## config.mk

```make
export PLATFORM = sky130hd
export DESIGN_NAME = fetch_unit_flat
export DESIGN_NICKNAME = d
export VERILOG_FILES = /design/src/rtl/cpu_pkg.sv /design/src/rtl/fetch_unit_if.sv /design/src/rtl/if_id_reg.sv /design/src/rtl/fetch_unit.sv /design/src/flat_wrapper.sv
export SDC_FILE = /design/constraint.sdc
export NUM_CORES = 1
export LEC_CHECK = 0
export CORE_ASPECT_RATIO = 2
export CORE_MARGIN = 5
export CORE_UTILIZATION = 41
export DETAILED_ROUTE_END_ITERATION = 7
export GPL_TIMING_DRIVEN = 0
export PLACE_DENSITY = 0.78
export SLEW_MARGIN = 0
export SYNTH_ARGS = -nofsm -noshare
export SYNTH_HDL_FRONTEND = slang
export SYNTH_SLANG_ARGS = --single-unit
export TNS_END_PERCENT = 5
```

## constraint.sdc

```tcl
create_clock -name clk -period 2.7 [get_ports clk]
set_input_delay 0.54 -clock clk [delete_from_list [all_inputs] [get_ports clk]]
set_output_delay 0.54 -clock clk [all_outputs]
set_load 0.02 [all_outputs]
```

## src/rtl/cpu_pkg.sv

```systemverilog
// Shared CPU constants and types for fetch, decode and execute stages.
// Pure declarations: no latency or backpressure of its own.
package cpu_pkg;

    localparam logic [31:0] NOP_INSTR        = 32'h0000_0000;
    localparam logic [31:0] INSTR_BYTES      = 32'd4;
    localparam logic [31:0] DEFAULT_RESET_PC = 32'h0000_0000;

    typedef struct packed {
        logic [31:0] instr;
        logic [31:0] pc4;
        logic        valid;
    } if_id_t;

    localparam if_id_t IF_ID_BUBBLE = '{instr: NOP_INSTR, pc4: 32'h0, valid: 1'b0};

    typedef enum logic {
        RUN  = 1'b0,
        HALT = 1'b1
    } fetch_state_t;

    // Word-aligned and inside the loaded image.
    function automatic logic pc_legal(input logic [31:0] pc, input int unsigned depth_words);
        return (pc[1:0] == 2'b00) && (pc[31:2] < 30'(depth_words));
    endfunction

endpackage

```

## src/rtl/fetch_unit_if.sv

```systemverilog
// Fetch-stage bus: PC/instruction memory pair, redirect and stall controls, IF/ID outputs.
// master = fetch_unit, slave = surrounding core (imem, decode, execute).
interface fetch_unit_if;

    logic [31:0] pc_out;
    logic [31:0] instr_in;
    logic        stall;
    logic        branch_taken;
    logic [31:0] branch_target;
    logic        jump;
    logic [31:0] jump_target;
    logic [31:0] if_id_instr;
    logic [31:0] if_id_pc4;
    logic        if_id_valid;
    logic        fetch_fault;

    modport master (
        output pc_out, if_id_instr, if_id_pc4, if_id_valid, fetch_fault,
        input  instr_in, stall, branch_taken, branch_target, jump, jump_target
    );

    modport slave (
        input  pc_out, if_id_instr, if_id_pc4, if_id_valid, fetch_fault,
        output instr_in, stall, branch_taken, branch_target, jump, jump_target
    );

endinterface

```

## src/rtl/if_id_reg.sv

```systemverilog
// IF/ID pipeline register: one-cycle load, bubble insert, or hold.
// Hold is the stall path; reset and bubble both clear to a NOP with valid low.
module if_id_reg
    import cpu_pkg::*;
(
    input  logic   clk,
    input  logic   reset,
    input  logic   load,
    input  logic   bubble,
    input  if_id_t d,
    output if_id_t q
);

    always_ff @(posedge clk) begin
        if (reset || bubble) begin
            q <= IF_ID_BUBBLE;
        end else if (load) begin
            q <= d;
        end
    end

endmodule

```

## src/rtl/fetch_unit.sv

```systemverilog
// Instruction fetch: PC register, next-PC select, legality check, RUN/HALT FSM.
// One instr/cycle, one-cycle fetch latency, one bubble per redirect; stall holds all state.
module fetch_unit
    import cpu_pkg::*;
#(
    parameter logic [31:0] RESET_PC    = DEFAULT_RESET_PC,
    parameter int unsigned DEPTH_WORDS = 21
) (
    input  logic           clk,
    input  logic           reset,
    fetch_unit_if.master   bus
);

    fetch_state_t state;
    logic [31:0]  pc_q;
    logic         fault_q;
    logic         legal;
    logic         ifid_load;
    logic         ifid_bubble;
    if_id_t       ifid_d;
    if_id_t       ifid_q;

    assign legal  = pc_legal(pc_q, DEPTH_WORDS);
    assign ifid_d = '{instr: bus.instr_in, pc4: pc_q + INSTR_BYTES, valid: 1'b1};

    // IF/ID control mirrors the PC priority below so both update on the same edge.
    always_comb begin
        ifid_load   = 1'b0;
        ifid_bubble = 1'b0;
        if (state == HALT) begin
            ifid_bubble = 1'b1;
        end else if (bus.branch_taken || bus.jump) begin
            ifid_bubble = 1'b1;
        end else if (!bus.stall) begin
            ifid_load   = legal;
            ifid_bubble = !legal;
        end
    end

    always_ff @(posedge clk) begin
        if (reset) begin
            state   <= RUN;
            pc_q    <= RESET_PC;
            fault_q <= 1'b0;
        end else begin
            case (state)
                RUN: begin
                    if (bus.branch_taken) begin
                        pc_q <= bus.branch_target;
                    end else if (bus.jump) begin
                        pc_q <= bus.jump_target;
                    end else if (!bus.stall) begin
                        if (legal) begin
                            pc_q <= pc_q + INSTR_BYTES;
                        end else begin
                            // PC stays on the offending address for debug visibility.
                            fault_q <= 1'b1;
                            state   <= HALT;
                        end
                    end
                end
                HALT: begin
                    state <= HALT;
                end
                default: state <= HALT;
            endcase
        end
    end

    if_id_reg u_if_id_reg (
        .clk    (clk),
        .reset  (reset),
        .load   (ifid_load),
        .bubble (ifid_bubble),
        .d      (ifid_d),
        .q      (ifid_q)
    );

    assign bus.pc_out      = pc_q;
    assign bus.if_id_instr = ifid_q.instr;
    assign bus.if_id_pc4   = ifid_q.pc4;
    assign bus.if_id_valid = ifid_q.valid;
    assign bus.fetch_fault = fault_q;

endmodule
```

## src/flat_wrapper.sv

```systemverilog
// flat-port wrapper written by rule: the top's interface ports become plain ports
module fetch_unit_flat import cpu_pkg::*;
#(
    parameter logic [31:0] RESET_PC    = DEFAULT_RESET_PC,
    parameter int unsigned DEPTH_WORDS = 21
)
  (clk, reset, bus_pc_out, bus_if_id_instr, bus_if_id_pc4, bus_if_id_valid, bus_fetch_fault, bus_instr_in, bus_stall, bus_branch_taken, bus_branch_target, bus_jump, bus_jump_target);
  fetch_unit_if bus_i ();
  input  logic clk;
  input  logic reset;
  output wire logic [$bits(bus_i.pc_out)-1:0] bus_pc_out;
  output wire logic [$bits(bus_i.if_id_instr)-1:0] bus_if_id_instr;
  output wire logic [$bits(bus_i.if_id_pc4)-1:0] bus_if_id_pc4;
  output wire logic [$bits(bus_i.if_id_valid)-1:0] bus_if_id_valid;
  output wire logic [$bits(bus_i.fetch_fault)-1:0] bus_fetch_fault;
  input wire logic [$bits(bus_i.instr_in)-1:0] bus_instr_in;
  input wire logic [$bits(bus_i.stall)-1:0] bus_stall;
  input wire logic [$bits(bus_i.branch_taken)-1:0] bus_branch_taken;
  input wire logic [$bits(bus_i.branch_target)-1:0] bus_branch_target;
  input wire logic [$bits(bus_i.jump)-1:0] bus_jump;
  input wire logic [$bits(bus_i.jump_target)-1:0] bus_jump_target;
  assign bus_pc_out = bus_i.pc_out;
  assign bus_if_id_instr = bus_i.if_id_instr;
  assign bus_if_id_pc4 = bus_i.if_id_pc4;
  assign bus_if_id_valid = bus_i.if_id_valid;
  assign bus_fetch_fault = bus_i.fetch_fault;
  assign bus_i.instr_in = bus_instr_in;
  assign bus_i.stall = bus_stall;
  assign bus_i.branch_taken = bus_branch_taken;
  assign bus_i.branch_target = bus_branch_target;
  assign bus_i.jump = bus_jump;
  assign bus_i.jump_target = bus_jump_target;
  fetch_unit #(.RESET_PC(RESET_PC), .DEPTH_WORDS(DEPTH_WORDS)) u_core (.clk(clk), .reset(reset), .bus(bus_i));
endmodule
```

==> impl_metrics.tcl, run 1 <==
set metrics [dict create \
    status "finished clean" \
    area_delta_synth_final_pct 58.83 \
    synth_top_family_by_area "simple AND/OR/NAND/NOR gates" \
    avgSynthCellArea_um2 9.931 \
    fin_skew_ns 0.008100 \
    tritoncts "built" \
    synth_area_leaders "dfxtp_1 (48%), mux2i_1 (9.5%), nor2_1 (6.7%)" \
    n_fill_cell 814 \
    slew_headroom_pct 51.96 \
    maxCapViolCount 0 \
    port_buffers 196 \
    antenna_left 0 \
    cts_buffers 9 \
    synth_cells 415 \
    setup_tns_ns 0 \
    async_flop_share_pct 0 \
    worstHoldStart "u_core.u_if_id_reg.q[25]$_SDFFE_PP0P_" \
    drive_above_1_share_pct 10.06 \
    pwr-share-clk_pct 37.0 \
    num_rows 51 \
    rsz0062_at_grt "false" \
    ys_seq_area_share_pct 48.09 \
    gp_congestion 0.8961 \
    grt_overflow 0 \
    synth-xor-area-share_pct 1.275 \
    critPathMaxFanout 10 \
    dp_hpwl_mm 10.92 \
    drt_iter0_drc 140 \
    synth_edf_count 0 \
    worstHoldPathType "flop to flop" \
    crit_slowest_cell "o41ai_4" \
    period_share_pct 89.21 \
    rr_startpoint "u_core.bus.pc_out[14]$_SDFFE_PP0P_" \
    power.static_leakage_nw 2.384 \
    fin_util_pct 67.05 \
    cp.required_ns 2.91 \
    reg2reg_depth 6 \
    ys_types 46 \
    synth_adder_area_share_pct 0.6072 \
    antenna_found_initial 0 \
    syn_nets 518 \
    vias_per_cell 5.191 \
    routed-via-count 3935 \
    synth_compound_area_share_pct 16.79 \
    r2r_end "u_core.bus.pc_out[3]$_SDFFE_PP0P_" \
    fp.dieW_um 80.90 \
    wl_mm 13.60 \
    synth.largest_area_cell "dfxtp_1" \
    boundaryPins 199 \
    track_usage_pct 22.10 \
    cts_num_sinks 99 \
    worst_ep_arrival_time_ns 2.61 \
    powerDensity_mw_per_mm2 518.6 \
    setup-violations-final 0 \
    worstSetupPathType "flop to flop" \
    grt_max_degree 17 \
    max-clock-path-buffers 2 \
    crit_path_start_kind "flop" \
    worstSetupEndpointType "flop" \
    mostFrequentLayoutCells "clkdlybuf4s50_1 (196), dfxtp_1 (99), nor2_1 (74)" \
    place_area_mm2 0.006248 \
    synth_ff_type "dfxtp_1" \
    ys_seq_elements 99 \
    grt_pass1_wl_mm 20.62 \
    hold_viol_final 0 \
    hold_buffers 0 \
    worstPathCellList "nor4_1 -> nand4_2 -> o41ai_4 -> buf_6 -> mux2i_1 -> nor2_1" \
    clkLatencyLatePin_ns 0.34 \
    drc 0 \
    tightest_slew_ns 0.7206 \
    final_common_cell "clkdlybuf4s50_1" \
    num-nets-final 725 \
    first_global_vias 4200 \
    drt_first_pass_iters 4 \
    final_area_mm2 0.006546 \
    route.detailed.wl_per_inst_um 17.94 \
    yosys.area_share.simple_pct 18.28 \
    vdd_drop_max_uv 353.2 \
    fmax_mhz 415.2 \
    min_period_ns 2.409 \
    switching_share_pct 25.41 \
    p_sw_uw 862.5 \
    drv_slew 0 \
    start_util_pct 42.21 \
    hold_depth 1 \
    worstHoldEndpoint "u_core.u_if_id_reg.q[25]$_SDFFE_PP0P_" \
    netlist_area_mm2 0.004121 \
    yosys-mux-area-fraction_pct 10.29 \
    root_buffer "clkbuf_16" \
    p_int_mw 2.533 \
    antenna_cells 0 \
    p_seq_share_pct 46.0 \
    cts-htree-levels 3 \
    p_comb_share_pct 17.0 \
    yosysTopAreaCellShare_pct 48.09 \
    yosys_warnings 0 \
    regToRegSetupSlack_ns 0.29 \
    core-area_mm2 0.009763 \
    cpPeakStageDelay_ns 0.75 \
    path_clk_slew_ns 0.06 \
    die-area_mm2 0.01228 \
    die_h_um 151.8 \
]
registers in the layout, summed over array words and instances, names as in the netlist:
register                count
u_core.u_if_id_reg.q       65
u_core.bus.pc_out          32
u_core.bus.fetch_fault      1
u_core.state                1
power by group through the flow:
| stage | clock, mW | combinational, mW | sequential (mW) |
|---|---|---|---|
| after detailed placement | 0 | 0.576 | 1.59 |
| final | 1.26 | 0.577 | 1.56 |
| after CTS | 1.29 | 0.579 | 1.56 |
| after floorplan | 0 | 0.231 | 1.63 |
| after global placement | 0 | 0.570 | 1.59 |
| after global routing | 1.36 | 0.614 | 1.57 |
critical path, delay by kind of cell (launching register included):
family / cells / cell delay [ns]
buf+inv: 1 / 0.24
flops: 1 / 0.36
mux: 1 / 0.19
simple gates: 3 / 0.73
compound gates: 1 / 0.75
stage by stage:
step	std cells	power, mW	setup WS (ns)	hold WS (ns)
4_1_cts	758	3.433	0.2734	0.4834
2_1_floorplan	415	1.861	0.5557	0.5215
3_3_place_gp	743	2.162	-0.3662	0.4546
6_report	758	3.395	0.2914	0.4814
5_1_grt	758	3.536	0.06910	0.4962
3_5_place_dp	743	2.168	-0.3949	0.4655
routing by layer:
layer | part of all wire, % | GRT usage (%) | vias up
li1 | - | - | 1906
met1 | 33 | 20.67 | 1827
met2 | 56 | 42.59 | 167
met3 | 6.5 | 5.444 | 35
met4 | 4.0 | 11.17 | 0
met5 | 0 | 0 | -
worst max-delay path by stage:
stage | start | endpoint | slack [ns]
global placement | bus_branch_taken | u_core.u_if_id_reg.q[55]$_SDFFE_PP0P_ | -0.37
finish | u_core.bus.pc_out[14]$_SDFFE_PP0P_ | u_core.bus.pc_out[3]$_SDFFE_PP0P_ | 0.29
floorplan | bus_jump | u_core.u_if_id_reg.q[3]$_SDFFE_PP0P_ | 0.56
detailed placement | bus_branch_taken | u_core.u_if_id_reg.q[53]$_SDFFE_PP0P_ | -0.39
global route | u_core.bus.pc_out[2]$_SDFFE_PP0P_ | u_core.u_if_id_reg.q[60]$_SDFFE_PP0P_ | 0.07
CTS | u_core.bus.pc_out[2]$_SDFFE_PP0P_ | u_core.u_if_id_reg.q[53]$_SDFFE_PP0P_ | 0.27
synthesized netlist by cell type (2+ instances only):
cell,instances
a211oi_1,4
a211oi_2,22
a21oi_1,7
a221oi_1,2
a22oi_1,19
a311oi_1,2
and3_1,31
buf_1,2
buf_2,7
buf_4,4
buf_6,3
clkbuf_1,18
dfxtp_1,99
ha_1,2
inv_1,5
mux2_2,3
mux2i_1,39
nand2_1,12
nand2b_1,4
nand3_1,6
nand4_1,3
nor2_1,74
nor2b_1,2
nor3_1,4
nor4_1,7
o211ai_1,3
o21ai_0,5
o221a_2,2
o22a_1,2
or2_2,2
xnor2_1,5
cells by family (layout without fill, tap and decap cells):
family	after synthesis	count (layout)
adders and majority gates	2	2
and+or+nand+nor	151	151
AOI/OAI and AO/OA	76	76
buffers and inverters	39	250
muxes	42	42
xor gates and xnor gates	6	6
DFF	99	99
final cells by class:
class / instances / area [µm²] / area share (%)
multi-input cells: 277 / 1953 / 29.84
inverters: 5 / 18.77 / 0.2867
clock inverters: 5 / 62.56 / 0.9557
well taps: 132 / 165.2 / 2.523
clock buffers: 10 / 229.0 / 3.498
flip-flops and latches: 99 / 1982 / 30.28
plain buffers: 34 / 173.9 / 2.657
repair buffers: 196 / 1962 / 29.97
repair_timing:
item | CTS | global route
gates resized for setup | 1 | 0
buffers inserted | 0 | 0
endpoints found under the hold margin | 0 | 0
endpoints found under the setup margin | 20 | 0
Power figures use the tool's default switching activity.
==> run 2: changes to the inputs <==
Settings changed: CTS_CLUSTER_DIAMETER from default to 120.
==> results of run 2 <==
Final layout, timing and power as in run 1 (identical DEF).
